$ cat src/rtl/escalonador_classificacao_pkg.sv
// Shared types and helpers for the classification scheduler.
package escalonador_classificacao_pkg;

  // Scheduler FSM states, 3-bit encoding.
  typedef enum logic [2:0] {
    ST_OCIOSO    = 3'd0,
    ST_CAPTURAR  = 3'd1,
    ST_ATUALIZAR = 3'd2,
    ST_AGUARDAR  = 3'd3,
    ST_ASSENTAR  = 3'd4,
    ST_BUSCAR    = 3'd5,
    ST_ENTREGAR  = 3'd6
  } estado_t;

  // Widest criterion / packed vector the helper below can handle.
  localparam int CRITERIO_MAX_WIDTH = 32;
  localparam int VETOR_MAX_WIDTH    = 1024;

  // All-ones criterion: an inactive slot never wins a minimum search.
  localparam logic [CRITERIO_MAX_WIDTH-1:0] CRITERIO_INF = '1;

  // Extracts slot idx of width cw from a zero-padded packed vector.
  function automatic logic [CRITERIO_MAX_WIDTH-1:0] extrair_slot(
    input logic [VETOR_MAX_WIDTH-1:0] vetor,
    input int                         cw,
    input int                         idx
  );
    logic [VETOR_MAX_WIDTH-1:0]    desl;
    logic [CRITERIO_MAX_WIDTH-1:0] mascara;
    desl    = vetor >> (cw * idx);
    mascara = CRITERIO_INF >> (CRITERIO_MAX_WIDTH - cw);
    return desl[CRITERIO_MAX_WIDTH-1:0] & mascara;
  endfunction

endpackage

$ cat src/rtl/escalonador_classificacao_if.sv
// Result channel from the scheduler to the expansion stage.
// Handshake: the master raises res_valido_o with index/criterion/empty flag
// and holds all of them stable until it sees res_ack_in high on a clock edge;
// that edge completes the transfer and res_valido_o drops on the next cycle.
interface escalonador_classificacao_if #(
  parameter int IDX_WIDTH      = 3,
  parameter int CRITERIO_WIDTH = 5
);
  logic                      res_valido_o;
  logic [IDX_WIDTH-1:0]      res_indice_o;
  logic [CRITERIO_WIDTH-1:0] res_criterio_o;
  logic                      res_vazio_o;
  logic                      res_ack_in;

  modport master (
    output res_valido_o, res_indice_o, res_criterio_o, res_vazio_o,
    input  res_ack_in
  );

  modport slave (
    input  res_valido_o, res_indice_o, res_criterio_o, res_vazio_o,
    output res_ack_in
  );
endinterface

$ cat src/rtl/escalonador_classificacao_mascarar_criterio.sv
// Forces the criterion of every inactive slot to all-ones.
module mascarar_criterio
  import escalonador_classificacao_pkg::*;
#(
  parameter int NUM_NA         = 8,
  parameter int CRITERIO_WIDTH = 5
) (
  input  logic [NUM_NA-1:0]                ativo,
  input  logic [NUM_NA*CRITERIO_WIDTH-1:0] criterio,
  output logic [NUM_NA*CRITERIO_WIDTH-1:0] mascarado
);

  // Per-slot select between the raw criterion and the infinity value.
  always_comb begin
    mascarado = '0;
    for (int i = 0; i < NUM_NA; i++) begin
      mascarado[i*CRITERIO_WIDTH +: CRITERIO_WIDTH] =
        ativo[i] ? criterio[i*CRITERIO_WIDTH +: CRITERIO_WIDTH]
                 : CRITERIO_INF[CRITERIO_WIDTH-1:0];
    end
  end

endmodule

$ cat src/rtl/escalonador_classificacao.sv
// Sequences one classification run: snapshot, trigger classifier, wait for
// the settled minimum, scan for the lowest active index holding it, deliver.
module escalonador_classificacao
  import escalonador_classificacao_pkg::*;
#(
  parameter  int NUM_NA         = 8,
  parameter  int CRITERIO_WIDTH = 5,
  parameter  int LAT_EXTRA      = 2,
  parameter  int TIMEOUT        = 64,
  localparam int IDX_WIDTH      = $clog2(NUM_NA)
) (
  input  logic                             clk,
  input  logic                             rst,
  input  logic                             sol_iniciar_in,
  input  logic                             sol_cancelar_in,
  input  logic [NUM_NA-1:0]                na_ativo_in,
  input  logic [NUM_NA*CRITERIO_WIDTH-1:0] na_criterio_in,
  output logic                             ocupado_o,
  output logic                             aa_atualizar_o,
  output logic [NUM_NA-1:0]                na_ativo_o,
  output logic [NUM_NA*CRITERIO_WIDTH-1:0] na_criterio_o,
  input  logic                             ca_pronto_in,
  input  logic [CRITERIO_WIDTH-1:0]        ca_criterio_geral_in,
  escalonador_classificacao_if.master      res,
  output logic                             erro_timeout_o,
  output estado_t                          estado_o
);

  localparam int TO_WIDTH = $clog2(TIMEOUT + 1);

  estado_t                          estado;
  logic [NUM_NA-1:0]                snap_ativo;
  logic [NUM_NA*CRITERIO_WIDTH-1:0] snap_crit;
  logic [NUM_NA*CRITERIO_WIDTH-1:0] crit_mascarado;
  logic [TO_WIDTH-1:0]              cnt_timeout;
  logic [3:0]                       cnt_assentar;
  logic [IDX_WIDTH-1:0]             indice_busca;
  logic                             res_valido_r;
  logic [IDX_WIDTH-1:0]             res_indice_r;
  logic [CRITERIO_WIDTH-1:0]        res_criterio_r;
  logic                             res_vazio_r;
  logic [VETOR_MAX_WIDTH-1:0]       snap_pad;
  logic [CRITERIO_MAX_WIDTH-1:0]    slot_atual;
  logic                             slot_igual;

  mascarar_criterio #(
    .NUM_NA         (NUM_NA),
    .CRITERIO_WIDTH (CRITERIO_WIDTH)
  ) u_mascarar (
    .ativo     (na_ativo_in),
    .criterio  (na_criterio_in),
    .mascarado (crit_mascarado)
  );

  // Zero-pad the snapshot so the shared extraction helper can index it.
  always_comb begin
    snap_pad = '0;
    snap_pad[NUM_NA*CRITERIO_WIDTH-1:0] = snap_crit;
  end

  assign slot_atual = extrair_slot(snap_pad, CRITERIO_WIDTH, int'(indice_busca));
  assign slot_igual = (slot_atual == CRITERIO_MAX_WIDTH'(res_criterio_r));

  assign ocupado_o          = (estado != ST_OCIOSO);
  assign na_ativo_o         = snap_ativo;
  assign na_criterio_o      = snap_crit;
  assign estado_o           = estado;
  assign res.res_valido_o   = res_valido_r;
  assign res.res_indice_o   = res_indice_r;
  assign res.res_criterio_o = res_criterio_r;
  assign res.res_vazio_o    = res_vazio_r;

  // Scheduler FSM with registered outputs; cancel overrides everything but reset.
  always_ff @(posedge clk) begin
    if (rst) begin
      estado         <= ST_OCIOSO;
      snap_ativo     <= '0;
      snap_crit      <= '1;
      cnt_timeout    <= '0;
      cnt_assentar   <= '0;
      indice_busca   <= '0;
      aa_atualizar_o <= 1'b0;
      erro_timeout_o <= 1'b0;
      res_valido_r   <= 1'b0;
      res_indice_r   <= '0;
      res_criterio_r <= '0;
      res_vazio_r    <= 1'b0;
    end else if (sol_cancelar_in) begin
      // Snapshot and last result data are kept; only control is dropped.
      estado         <= ST_OCIOSO;
      aa_atualizar_o <= 1'b0;
      erro_timeout_o <= 1'b0;
      res_valido_r   <= 1'b0;
    end else begin
      aa_atualizar_o <= 1'b0;
      erro_timeout_o <= 1'b0;
      case (estado)
        ST_OCIOSO: begin
          if (sol_iniciar_in) begin
            snap_ativo <= na_ativo_in;
            snap_crit  <= crit_mascarado;
            estado     <= ST_CAPTURAR;
          end
        end
        ST_CAPTURAR: begin
          aa_atualizar_o <= 1'b1;
          estado         <= ST_ATUALIZAR;
        end
        ST_ATUALIZAR: begin
          cnt_timeout <= '0;
          estado      <= ST_AGUARDAR;
        end
        ST_AGUARDAR: begin
          // A zero count marks the first cycle, where pronto may be stale.
          if (ca_pronto_in && (cnt_timeout != '0)) begin
            cnt_assentar <= 4'(LAT_EXTRA);
            estado       <= ST_ASSENTAR;
          end else if (cnt_timeout == TO_WIDTH'(TIMEOUT - 1)) begin
            erro_timeout_o <= 1'b1;
            estado         <= ST_OCIOSO;
          end else begin
            cnt_timeout <= cnt_timeout + 1'b1;
          end
        end
        ST_ASSENTAR: begin
          if (cnt_assentar == '0) begin
            res_criterio_r <= ca_criterio_geral_in;
            indice_busca   <= '0;
            estado         <= ST_BUSCAR;
          end else begin
            cnt_assentar <= cnt_assentar - 1'b1;
          end
        end
        ST_BUSCAR: begin
          if (snap_ativo[indice_busca] && slot_igual) begin
            res_indice_r <= indice_busca;
            res_vazio_r  <= 1'b0;
            res_valido_r <= 1'b1;
            estado       <= ST_ENTREGAR;
          end else if (indice_busca == IDX_WIDTH'(NUM_NA - 1)) begin
            res_indice_r <= '0;
            res_vazio_r  <= 1'b1;
            res_valido_r <= 1'b1;
            estado       <= ST_ENTREGAR;
          end else begin
            indice_busca <= indice_busca + 1'b1;
          end
        end
        ST_ENTREGAR: begin
          if (res.res_ack_in) begin
            res_valido_r <= 1'b0;
            estado       <= ST_OCIOSO;
          end
        end
        default: estado <= ST_OCIOSO;
      endcase
    end
  end

endmodule

$ cat src/flat_wrapper.sv
// flat-port wrapper written by rule: the top's interface ports become plain ports
module escalonador_classificacao_flat import escalonador_classificacao_pkg::*;
#(
  parameter  int NUM_NA         = 8,
  parameter  int CRITERIO_WIDTH = 5,
  parameter  int LAT_EXTRA      = 2,
  parameter  int TIMEOUT        = 64,
  localparam int IDX_WIDTH      = $clog2(NUM_NA)
)
  (clk, rst, sol_iniciar_in, sol_cancelar_in, na_ativo_in, na_criterio_in, ocupado_o, aa_atualizar_o, na_ativo_o, na_criterio_o, ca_pronto_in, ca_criterio_geral_in, erro_timeout_o, estado_o, res_res_valido_o, res_res_indice_o, res_res_criterio_o, res_res_vazio_o, res_res_ack_in);
  escalonador_classificacao_if #(.IDX_WIDTH(3), .CRITERIO_WIDTH(CRITERIO_WIDTH)) res_i ();
  input  logic clk;
  input  logic rst;
  input  logic sol_iniciar_in;
  input  logic sol_cancelar_in;
  input  logic [NUM_NA-1:0] na_ativo_in;
  input  logic [NUM_NA*CRITERIO_WIDTH-1:0] na_criterio_in;
  output logic ocupado_o;
  output logic aa_atualizar_o;
  output logic [NUM_NA-1:0] na_ativo_o;
  output logic [NUM_NA*CRITERIO_WIDTH-1:0] na_criterio_o;
  input  logic ca_pronto_in;
  input  logic [CRITERIO_WIDTH-1:0] ca_criterio_geral_in;
  output logic erro_timeout_o;
  output estado_t estado_o;
  output wire logic [$bits(res_i.res_valido_o)-1:0] res_res_valido_o;
  output wire logic [$bits(res_i.res_indice_o)-1:0] res_res_indice_o;
  output wire logic [$bits(res_i.res_criterio_o)-1:0] res_res_criterio_o;
  output wire logic [$bits(res_i.res_vazio_o)-1:0] res_res_vazio_o;
  input wire logic [$bits(res_i.res_ack_in)-1:0] res_res_ack_in;
  assign res_res_valido_o = res_i.res_valido_o;
  assign res_res_indice_o = res_i.res_indice_o;
  assign res_res_criterio_o = res_i.res_criterio_o;
  assign res_res_vazio_o = res_i.res_vazio_o;
  assign res_i.res_ack_in = res_res_ack_in;
  escalonador_classificacao #(.NUM_NA(NUM_NA), .CRITERIO_WIDTH(CRITERIO_WIDTH), .LAT_EXTRA(LAT_EXTRA), .TIMEOUT(TIMEOUT)) u_core (.clk(clk), .rst(rst), .sol_iniciar_in(sol_iniciar_in), .sol_cancelar_in(sol_cancelar_in), .na_ativo_in(na_ativo_in), .na_criterio_in(na_criterio_in), .ocupado_o(ocupado_o), .aa_atualizar_o(aa_atualizar_o), .na_ativo_o(na_ativo_o), .na_criterio_o(na_criterio_o), .ca_pronto_in(ca_pronto_in), .ca_criterio_geral_in(ca_criterio_geral_in), .res(res_i), .erro_timeout_o(erro_timeout_o), .estado_o(estado_o));
endmodule
$ cat config.mk
export PLATFORM = sky130hd
export DESIGN_NAME = escalonador_classificacao_flat
export DESIGN_NICKNAME = d
export VERILOG_FILES = /design/src/rtl/escalonador_classificacao_pkg.sv /design/src/rtl/escalonador_classificacao_if.sv /design/src/rtl/escalonador_classificacao_mascarar_criterio.sv /design/src/rtl/escalonador_classificacao.sv /design/src/flat_wrapper.sv
export SDC_FILE = /design/constraint.sdc
export NUM_CORES = 1
export LEC_CHECK = 0
export ABC_CLOCK_PERIOD_IN_PS = 6100
export CORE_UTILIZATION = 55
export CTS_BUF_LIST = sky130_fd_sc_hd__clkbuf_8
export CTS_CLUSTER_DIAMETER = 50
export CTS_CLUSTER_SIZE = 8
export DETAILED_ROUTE_END_ITERATION = 8
export DONT_BUFFER_PORTS = 1
export PLACE_DENSITY = 0.7
export SYNTH_ARGS = -nofsm -noshare
export SYNTH_HDL_FRONTEND = slang
export SYNTH_HIERARCHICAL = 1
export SYNTH_SLANG_ARGS = --single-unit
export TNS_END_PERCENT = 1
$ cat constraint.sdc
create_clock -name clk -period 6.1 [get_ports clk]
set_input_delay 0.61 -clock clk [delete_from_list [all_inputs] [get_ports clk]]
set_output_delay 0.61 -clock clk [all_outputs]
set_load 0.02 [all_outputs]
[Word-level counts from Yosys, hierarchy flattened]
Cells that the tools add are included.
Storage, ports and cells
  register bits: 77
  latch bits: 0
  RAM bits: 0
  bits in read-only memories: 0
  input bits: 59
  output and inout bits: 64
  word-level logic and storage cells: 98
  memories kept: 0
Cells by class
  add/sub/neg operators: 3
  multipliers: 1
  divide/modulo/power cells: 0
  order comparisons: 1
  equality and inequality tests: 20
  shift-type cells: 1
  muxes and demuxes: 37
  bitwise logic cells: 2
  reductions and logical operators: 21
Operators with widths (number)
  5-bit 2-to-1 mux: 8
  40-bit by 32-bit right shift with 5-bit output: 1
  3-bit 2-to-1 mux: 12
  3-bit one-hot mux with 7 select lines: 1
  7-bit 2-to-1 mux: 2
  2-bit != test (second input constant): 7
  7-bit one-hot mux with 2 select lines: 1
  3-bit equality test (second input constant): 4
  3-bit AND reduction: 4
  5-bit AND reduction: 2
  2-bit nonzero test: 5
  4-bit 2-to-1 mux: 2
  4-bit one-hot mux with 2 select lines: 1
  4-bit AND reduction: 2
  7-bit by 1-bit adder with 7-bit output (second input constant): 1
  7-bit by 6-bit equality test with 1-bit output (second input constant): 1
  1-bit 2-to-1 mux: 7
  7-bit nonzero test: 1
  3-bit by 2-bit equality test with 1-bit output (second input constant): 2
  3-bit by 3-bit multiplier with 6-bit output (first input constant): 1
  3-bit by 1-bit != test with 1-bit output (second input constant): 2
  3-bit one-hot mux with 2 select lines: 1
  5-bit equality test: 1
  4-bit zero test: 1
  13 further kinds: 16

[Longest topological paths before layout]
Gate-level depths: netlist of the first run.
  word-level depth: 6
  gate-level depth with buffers: 8
  mapped depth without buffers: 8

[Modules after synthesis]
The synthesis of the first run kept the hierarchy.
Modules (own cells, without submodules)
  escalonador_classificacao: times used 1, cells each 443, area each 3752.3 µm², sequential area each 1541.5 µm²
  mascarar_criterio: times used 1, cells each 40, area each 250.2 µm², sequential area each 0.0 µm²

[Worst setup path after synthesis of the first run]
OpenSTA, ideal clock, no wires.
  path type: register to register
  start: register u_core.estado[1], in the netlist u_core/estado_o[1]
  end: register u_core.snap_crit[0], in the netlist u_core/na_criterio_o[0]
  setup time: 0.122 ns
  arrival time: 1.958 ns
  required time: 5.978 ns
  path slack: 4.019 ns
  cell stages (with the launch flop): 7
  buffers on the path: 2
  period minus slack after synthesis: 2.081 ns
  cells stage by stage: dfxtp_1 > or3_1 > or3b_2 > clkbuf_1 > clkbuf_1 > nand2_1 > nand3b_1
On the way
  longest elaborated chain between the ends: 2
RTL lines
  start: declaration: line escalonador_classificacao.sv:31  | estado_t estado;
  start signal: assignment: line escalonador_classificacao.sv:76  | estado <= ST_OCIOSO;
  start signal: assignment: line escalonador_classificacao.sv:90  | estado <= ST_OCIOSO;
  start signal: assignment: line escalonador_classificacao.sv:102  | estado <= ST_CAPTURAR;
  3-bit zero test: line escalonador_classificacao.sv:97  | case (estado)
  3-bit AND reduction (no line)
  end signal: assignment: line escalonador_classificacao.sv:101  | snap_crit <= crit_mascarado;
  end: declaration: line escalonador_classificacao.sv:33  | logic [NUM_NA*CRITERIO_WIDTH-1:0] snap_crit;
Every way passes these cells.
A chain may end at the register's enable or synchronous reset.

[Final worst setup path of the first run]
  start: register u_core.indice_busca[0]
  end: register u_core.res_indice_r[2], in the netlist u_core/res.res_indice_o[2]
On the way
  longest elaborated chain between the ends: 6
  elaborated cells on any way between the ends: 10
  those cells by class: 1 x mul; 2 x eq/ne; 1 x shift; 3 x mux; 3 x reduce/logical
RTL lines
  start: declaration: line escalonador_classificacao.sv:37  | logic [IDX_WIDTH-1:0] indice_busca;
  start signal: assignment: line escalonador_classificacao.sv:146  | indice_busca <= indice_busca + 1'b1;
  3-bit by 3-bit multiplier with 6-bit output: line escalonador_classificacao_pkg.sv:30  | desl = vetor >> (cw * idx);
  40-bit by 32-bit right shift with 5-bit output: line escalonador_classificacao_pkg.sv:30
  5-bit equality test: line escalonador_classificacao.sv:62  | assign slot_igual = (slot_atual == CRITERIO_MAX_WIDTH'(res_criterio_r));
  1-bit logical AND: line escalonador_classificacao.sv:135  | if (snap_ativo[indice_busca] && slot_igual) begin
  2-bit nonzero test (no line)
  3-bit AND reduction (no line)
  end signal: assignment: line escalonador_classificacao.sv:136  | res_indice_r <= indice_busca;
  end: declaration: line escalonador_classificacao.sv:39  | logic [IDX_WIDTH-1:0] res_indice_r;
Parallel ways exist; a longest one is shown, timed or not. The select of a mux whose other input is x is not followed.

==> results of run 1 <==
==> synth_stat cells (3+ instances only) <==
library cell	n
o311ai_0	5
mux2_2	5
or2_2	6
dfxtp_1	77
nor3_1	6
mux2_4	3
nand2b_1	42
ha_1	6
o21ai_1	4
a22o_1	5
o22ai_1	4
a21oi_1	23
xor2_1	5
inv_1	7
clkbuf_1	18
nor2_1	23
nand3_1	6
nand3b_1	42
or3_1	7
o21ai_0	6
a31oi_1	4
or4_1	3
nand2_1	117
nor2b_1	3
mux2i_1	19
==> worst max-delay path, stage by stage, from the launching register on <==
cell,delay [ns]
dfxtp_1,0.31
buf_4,0.36
mux2_1,0.37
o22ai_1,0.22
or3_1,0.16
o2111ai_2,0.23
or4_1,0.56
a31oi_1,0.18
==> per-layer routing <==
layer  routed length (um)  up-vias
met3                  761       14
met2                 4340      106
met1                 3980     1520
met5                    0        -
li1                     -     1637
met4                  175        0
==> power by group through the flow <==
stage	clock network [mW]	logic (mW)	registers [mW]
floorplan	0	0.0761	0.582
global placement	0	0.0806	0.590
detailed placement	0	0.0833	0.590
CTS	0.401	0.0832	0.579
global route	0.423	0.0930	0.582
finish	0.392	0.0829	0.578
==> final timing paths <==
kind / startpoint / endpoint / slack [ns] / depth (start not counted)
worst min register to register: u_core/cnt_assentar[3] / u_core/cnt_assentar[3] / 0.50 / 2
worst max-delay path: u_core/indice_busca[0] / u_core/res.res_indice_o[2] / 3.61 / 7
worst min-delay path: rst / u_core/cnt_assentar[2] / 0.33 / 1
worst max register to register: u_core/indice_busca[0] / u_core/res.res_indice_o[2] / 3.61 / 7
==> cells by family after synthesis <==
| group | after synthesis | synth area share (%) |
|---|---|---|
| adder cells (fa/ha/maj) | 6 | 1.88 |
| multiplexers | 31 | 8.97 |
| AND/OR/NAND/NOR | 269 | 35.2 |
| AO/OA/AOI/OAI | 63 | 10.3 |
| flip-flops | 77 | 38.5 |
| buffers and inverters | 32 | 4.06 |
| XOR/XNOR | 5 | 1.09 |
==> sequential cells by signal, summed over array words and instances, names as in the netlist <==
register and count:
u_core/aa_atualizar_o 1, u_core/estado_o 3, u_core/indice_busca 3, u_core/res.res_indice_o 3, u_core/res.res_vazio_o 1, u_core/res.res_criterio_o 5
u_core/cnt_timeout 7, u_core/cnt_assentar 4, u_core/erro_timeout_o 1, u_core/na_criterio_o 40, u_core/res.res_valido_o 1, u_core/na_ativo_o 8
==> area by class of cell <==
class,instances,area [um^2]
Multi-Input combinational cell,374,2300
Timing Repair Buffer,2,15.0
Fill cell,640,2700
Clock inverter,4,47.5
Inverter,7,26.3
Clock buffer,11,151
Tap cell,96,120
Sequential cell,77,1540
==> per-stage QoR <==
| stage | hold slack (ns) | power, mW |
|---|---|---|
| 4_1_cts | 0.311 | 1.06 |
| 3_5_place_dp | 0.476 | 0.674 |
| 5_1_grt | 0.316 | 1.10 |
| 3_3_place_gp | 0.467 | 0.671 |
| 6_report | 0.332 | 1.05 |
| 2_1_floorplan | 0.453 | 0.658 |
==> flow_metrics.env, run 1 <==
export IMPL_portBuffers=0
export IMPL_slew_headroom_pct=31.2
export IMPL_ctsRootBufferMaster="clkbuf_8"
export IMPL_post_route_util_pct=60.9
export IMPL_yosysWarnings=6
export IMPL_clockBufferDepth=2
export IMPL_vias=3277
export IMPL_drt_iter0_drc=219
export IMPL_routed_via_density=5.74
export IMPL_end_kind="flop"
export IMPL_p_sw_share_pct=26.5
export IMPL_p_leak_nw=1.62
export IMPL_use_met3_pct=8.25
export IMPL_tightestPinTransition_ns=1.03
export IMPL_final_common_cell="nand2_1"
export IMPL_rsz0062_at_grt="false"
export IMPL_irDropWorstVdd_v=0.000173
export IMPL_max_cap_violations=0
export IMPL_status="completed"
export IMPL_start_kind="flop"
export IMPL_critical_path_required_ns=6.37
export IMPL_path_class="reg -> reg"
export IMPL_finalWirelength_um=9260
export IMPL_synth_edff_count=0
export IMPL_finalNonFillerCells=571
export IMPL_grt_busiest_layer="met2"
export IMPL_yosys_area_top_type_share_pct=38.5
export IMPL_cts_resized=0
export IMPL_pwr_density_cell_mw_per_mm2=250
export IMPL_ys_flop_type="dfxtp_1"
export IMPL_core_region_area_mm2=0.00691
export IMPL_antennaDiodeCount=0
export IMPL_synthCells=483
export IMPL_start_util_pct=58.0
export IMPL_hp_class="in -> reg"
export IMPL_clock_sinks=77
export IMPL_firstDrtPassIters=5
export IMPL_pwr_share_comb_pct=7.9
export IMPL_clk_pin_slew_ns=0.08
export IMPL_cts_tree="done"
export IMPL_synth_largest_area_cell="dfxtp_1"
export IMPL_final_setup_tns_ns=0
export IMPL_antenna_found_initial=0
export IMPL_ys_types=51
export IMPL_die_w_um=87.3
export IMPL_worst_slack_ns=3.61
export IMPL_use_met2_pct=37.8
export IMPL_seq_area_frac_synth_pct=38.5
export IMPL_ant_nets=0
export IMPL_power_switching_mw=0.279
export IMPL_critical_path_max_fanout=26
export IMPL_gr_usage_met1_pct=31.1
export IMPL_final_cell_mix="nand2_1, dfxtp_1, nand3b_1, nand2b_1"
export IMPL_setup_viol=0
export IMPL_syn_area_per_cell_um2=8.29
export IMPL_nNetsFinal=536
export IMPL_syn_to_final_growth_pct=5.06
export IMPL_design_area_mm2=0.00421
export IMPL_grt_usage_pct=24.5
export IMPL_synth_area_leaders="dfxtp_1, nand2_1, nand3b_1"
export IMPL_sequentialPowerShare_pct=54.9
export IMPL_ctsHoldBuffers=0
export IMPL_syn_num_nets=548
export IMPL_drc=0
export IMPL_synthArstFlopShare_pct=0
export IMPL_dpl_cell_count=556
export IMPL_die_h_um=87.3
export IMPL_wl_per_cell_um=16.2
export IMPL_fin_crit_sh_pct=40.8
export IMPL_grt_pass1_wl_um=14500
export IMPL_finalMaxSlewViolations=0
export IMPL_boundaryPins=123
export IMPL_place_congestion=0.780
export IMPL_die_area_mm2=0.00762
export IMPL_dp_hpwl_um=6390
export IMPL_p_int_mw=0.774
export IMPL_placementRows=30
export IMPL_clock_latency_ns=0.35
export IMPL_htreeDepth=3
export IMPL_fmax_mhz=402
export IMPL_numCtsBuffers=9
export IMPL_grt_max_degree=71
export IMPL_grt_ovfl_total=0
export IMPL_placed_cell_area_mm2=0.00401
export IMPL_hold_viol_final=0
export IMPL_yosys_register_bits=77
export IMPL_syn_area_mm2=0.00400
export IMPL_worst_clock_skew_ns=0.00950
export IMPL_final_min_clock_period_ns=2.49
export IMPL_drive_gt1_share_pct=8.63
export IMPL_arrival_ns=2.76
export IMPL_postCtsSetupBuffers=0
export IMPL_p_clk_share_pct=37.2
export IMPL_pre_cts_ws_ns=3.63
export IMPL_first_global_vias=2996
Note: power is estimated with default switching activity, not from simulation.
==> inputs of run 2 (changes only) <==
Settings changed: ABC_CLOCK_PERIOD_IN_PS 6100 to 2200, PLACE_DENSITY 0.7 to 0.73.
Clock period 6.1 ns to 2.2 ns, I/O delays scaled along.
==> run 2 against run 1 <==
Against the previous run:
- the run now ends with setup timing left
- non-clock buffer count grew 64
- critical path depth is the same
- sequential power grew to 2.6 times the previous value
- critical path type unchanged
- worst hold slack lost 0.31 ns
- sequential share of layout area shrank 4.7 points
- highest routed layer unchanged
- clock-buffer cell count shrank 2
==> flow_metrics.env, run 2 (synthesis gave the netlist of run 1 again) <==
export IMPL_status="complete, but fails checks"
export IMPL_violations="setup timing"
export IMPL_tightestPinTransition_ns=0.454
export IMPL_drive_gt1_share_pct=19.1
export IMPL_final_min_clock_period_ns=2.23
export IMPL_fin_crit_sh_pct=101
export IMPL_path_buf_inv=1
export IMPL_clk_pin_slew_ns=0.08
export IMPL_nNetsFinal=600
export IMPL_fmax_mhz=449
export IMPL_largest_register_ffs=40
export IMPL_cpPeakStageDelay_ns=0.53
export IMPL_placementRows=30
export IMPL_clockBufferDepth=2
export IMPL_r2r_start="u_core/indice_busca[0]"
export IMPL_crit_path_start="u_core/indice_busca[0]"
export IMPL_setup_viol=3
export IMPL_drc=0
export IMPL_hp_class="in -> reg"
export IMPL_grt_usage_pct=28.1
export IMPL_pwr_density_cell_mw_per_mm2=647
export IMPL_core_region_area_mm2=0.00691
export IMPL_boundaryPins=123
export IMPL_drt_iter0_drc=213
export IMPL_numCtsBuffers=9
export IMPL_vias=3606
export IMPL_path_class="reg -> reg"
export IMPL_worst_slack_ns=-0.0259
export IMPL_finalMaxSlewViolations=0
export IMPL_total_power_mw=3.13
export IMPL_slew_headroom_pct=69.3
export IMPL_post_route_util_pct=70.0
export IMPL_p_leak_nw=1.97
export IMPL_min_from="ca_criterio_geral_in[3]"
export IMPL_arrival_ns=2.50
export IMPL_ant_nets=0
export IMPL_routed_via_density=5.67
export IMPL_rsz0062_at_grt="true"
export IMPL_start_util_pct=58.0
export IMPL_syn_to_final_growth_pct=20.8
export IMPL_cts_tree="done"
export IMPL_antennaDiodeCount=0
export IMPL_die_w_um=87.3
export IMPL_final_cell_mix="nand2_1, dfxtp_1, buf_4"
export IMPL_hold_viol_final=0
export IMPL_critPathTopFamily="simple AND/OR/NAND/NOR gates"
export IMPL_final_common_cell="nand2_1"
export IMPL_clock_latency_ns=0.35
export IMPL_antenna_found_initial=0
export IMPL_critical_path_max_fanout=12
export IMPL_slowest_stage="or4_1"
export IMPL_die_area_mm2=0.00762
export IMPL_clock_sinks=77
export IMPL_irDropWorstVdd_v=0.000463
export IMPL_critical_path_required_ns=2.47
export IMPL_place_congestion=0.851
export IMPL_first_global_vias=3597
export IMPL_dp_hpwl_um=7170
export IMPL_max_cap_violations=0
export IMPL_wl_per_cell_um=16.1
export IMPL_grt_pass1_wl_um=16700
export IMPL_firstDrtPassIters=4
export IMPL_portBuffers=0
export IMPL_grt_max_degree=64
export IMPL_worst_clock_skew_ns=0.00934
export IMPL_path_cells="buf_12 > mux2_1 > o22ai_1 > or3_4 > o2111ai_4 > or4_1 > a31oi_1"
export IMPL_ctsRootBufferMaster="clkbuf_8"
export IMPL_grt_ovfl_total=0
export IMPL_htreeDepth=3
export IMPL_finalWirelength_um=10200
export IMPL_die_h_um=87.3
export IMPL_end_kind="flop"
export IMPL_start_kind="flop"
run 2: where the power goes:
group	switching, mW	total [mW]	internal [mW]
combinational	0.231	0.423	0.192
sequential	0.0757	1.53	1.46
clock	0.538	1.17	0.635
run 2: layout make-up:
cell class | instances | area [um^2]
Multi-Input combinational cell | 374 | 2340
Fill cell | 571 | 2070
Sequential cell | 77 | 1540
Timing Repair Buffer | 66 | 591
Clock buffer | 9 | 124
Tap cell | 96 | 120
Clock inverter | 7 | 91.3
Inverter | 7 | 26.3
run 2: through the flow:
step                      cell area, um^2  setup TNS, ns  instances  setup WS, ns  hold WS (ns)
after floorplan                      4000              0        483         0.119         0.356
after global placement               4440              0        609        0.0289         0.296
after detailed placement             4440        -0.0206        609       -0.0206         0.300
after CTS                            4790              0        635       0.00611       0.00498
after global routing                 4830         -0.439        636       -0.0986        0.0278
final                                4830        -0.0475        636       -0.0259        0.0219
run 2: repair_timing:
action / CTS / global route
setup buffers: 0 / 1
endpoints found under the setup margin: 3 / 13
pin swaps: 0 / 3
gates cloned: 1 / 0
endpoints found under the hold margin: 63 / 0
hold buffers: 9 / 0
resized for setup: 3 / 9
run 2: layer usage:
metal / wire length [um] / vias to the layer above / part of all wire [%] / track usage, %
met2: 4990 / 118 / 49 / 47.7
met1: 4170 / 1700 / 41 / 32.6
met3: 789 / 21 / 7.7 / 9.48
met5: 0 / - / 0 / 0
met4: 296 / 0 / 2.9 / 11.3
li1: - / 1767 / - / -
run 2: path summary, 6_finish.rpt:
check             slack (ns)                      endpoint  depth (start not counted)
hold / removal          0.02  u_core/res.res_criterio_o[3]                          2
hold reg to reg         0.51        u_core/cnt_assentar[2]                          2
setup / recovery       -0.03    u_core/res.res_indice_o[0]                          7
setup reg to reg       -0.03    u_core/res.res_indice_o[0]                          7
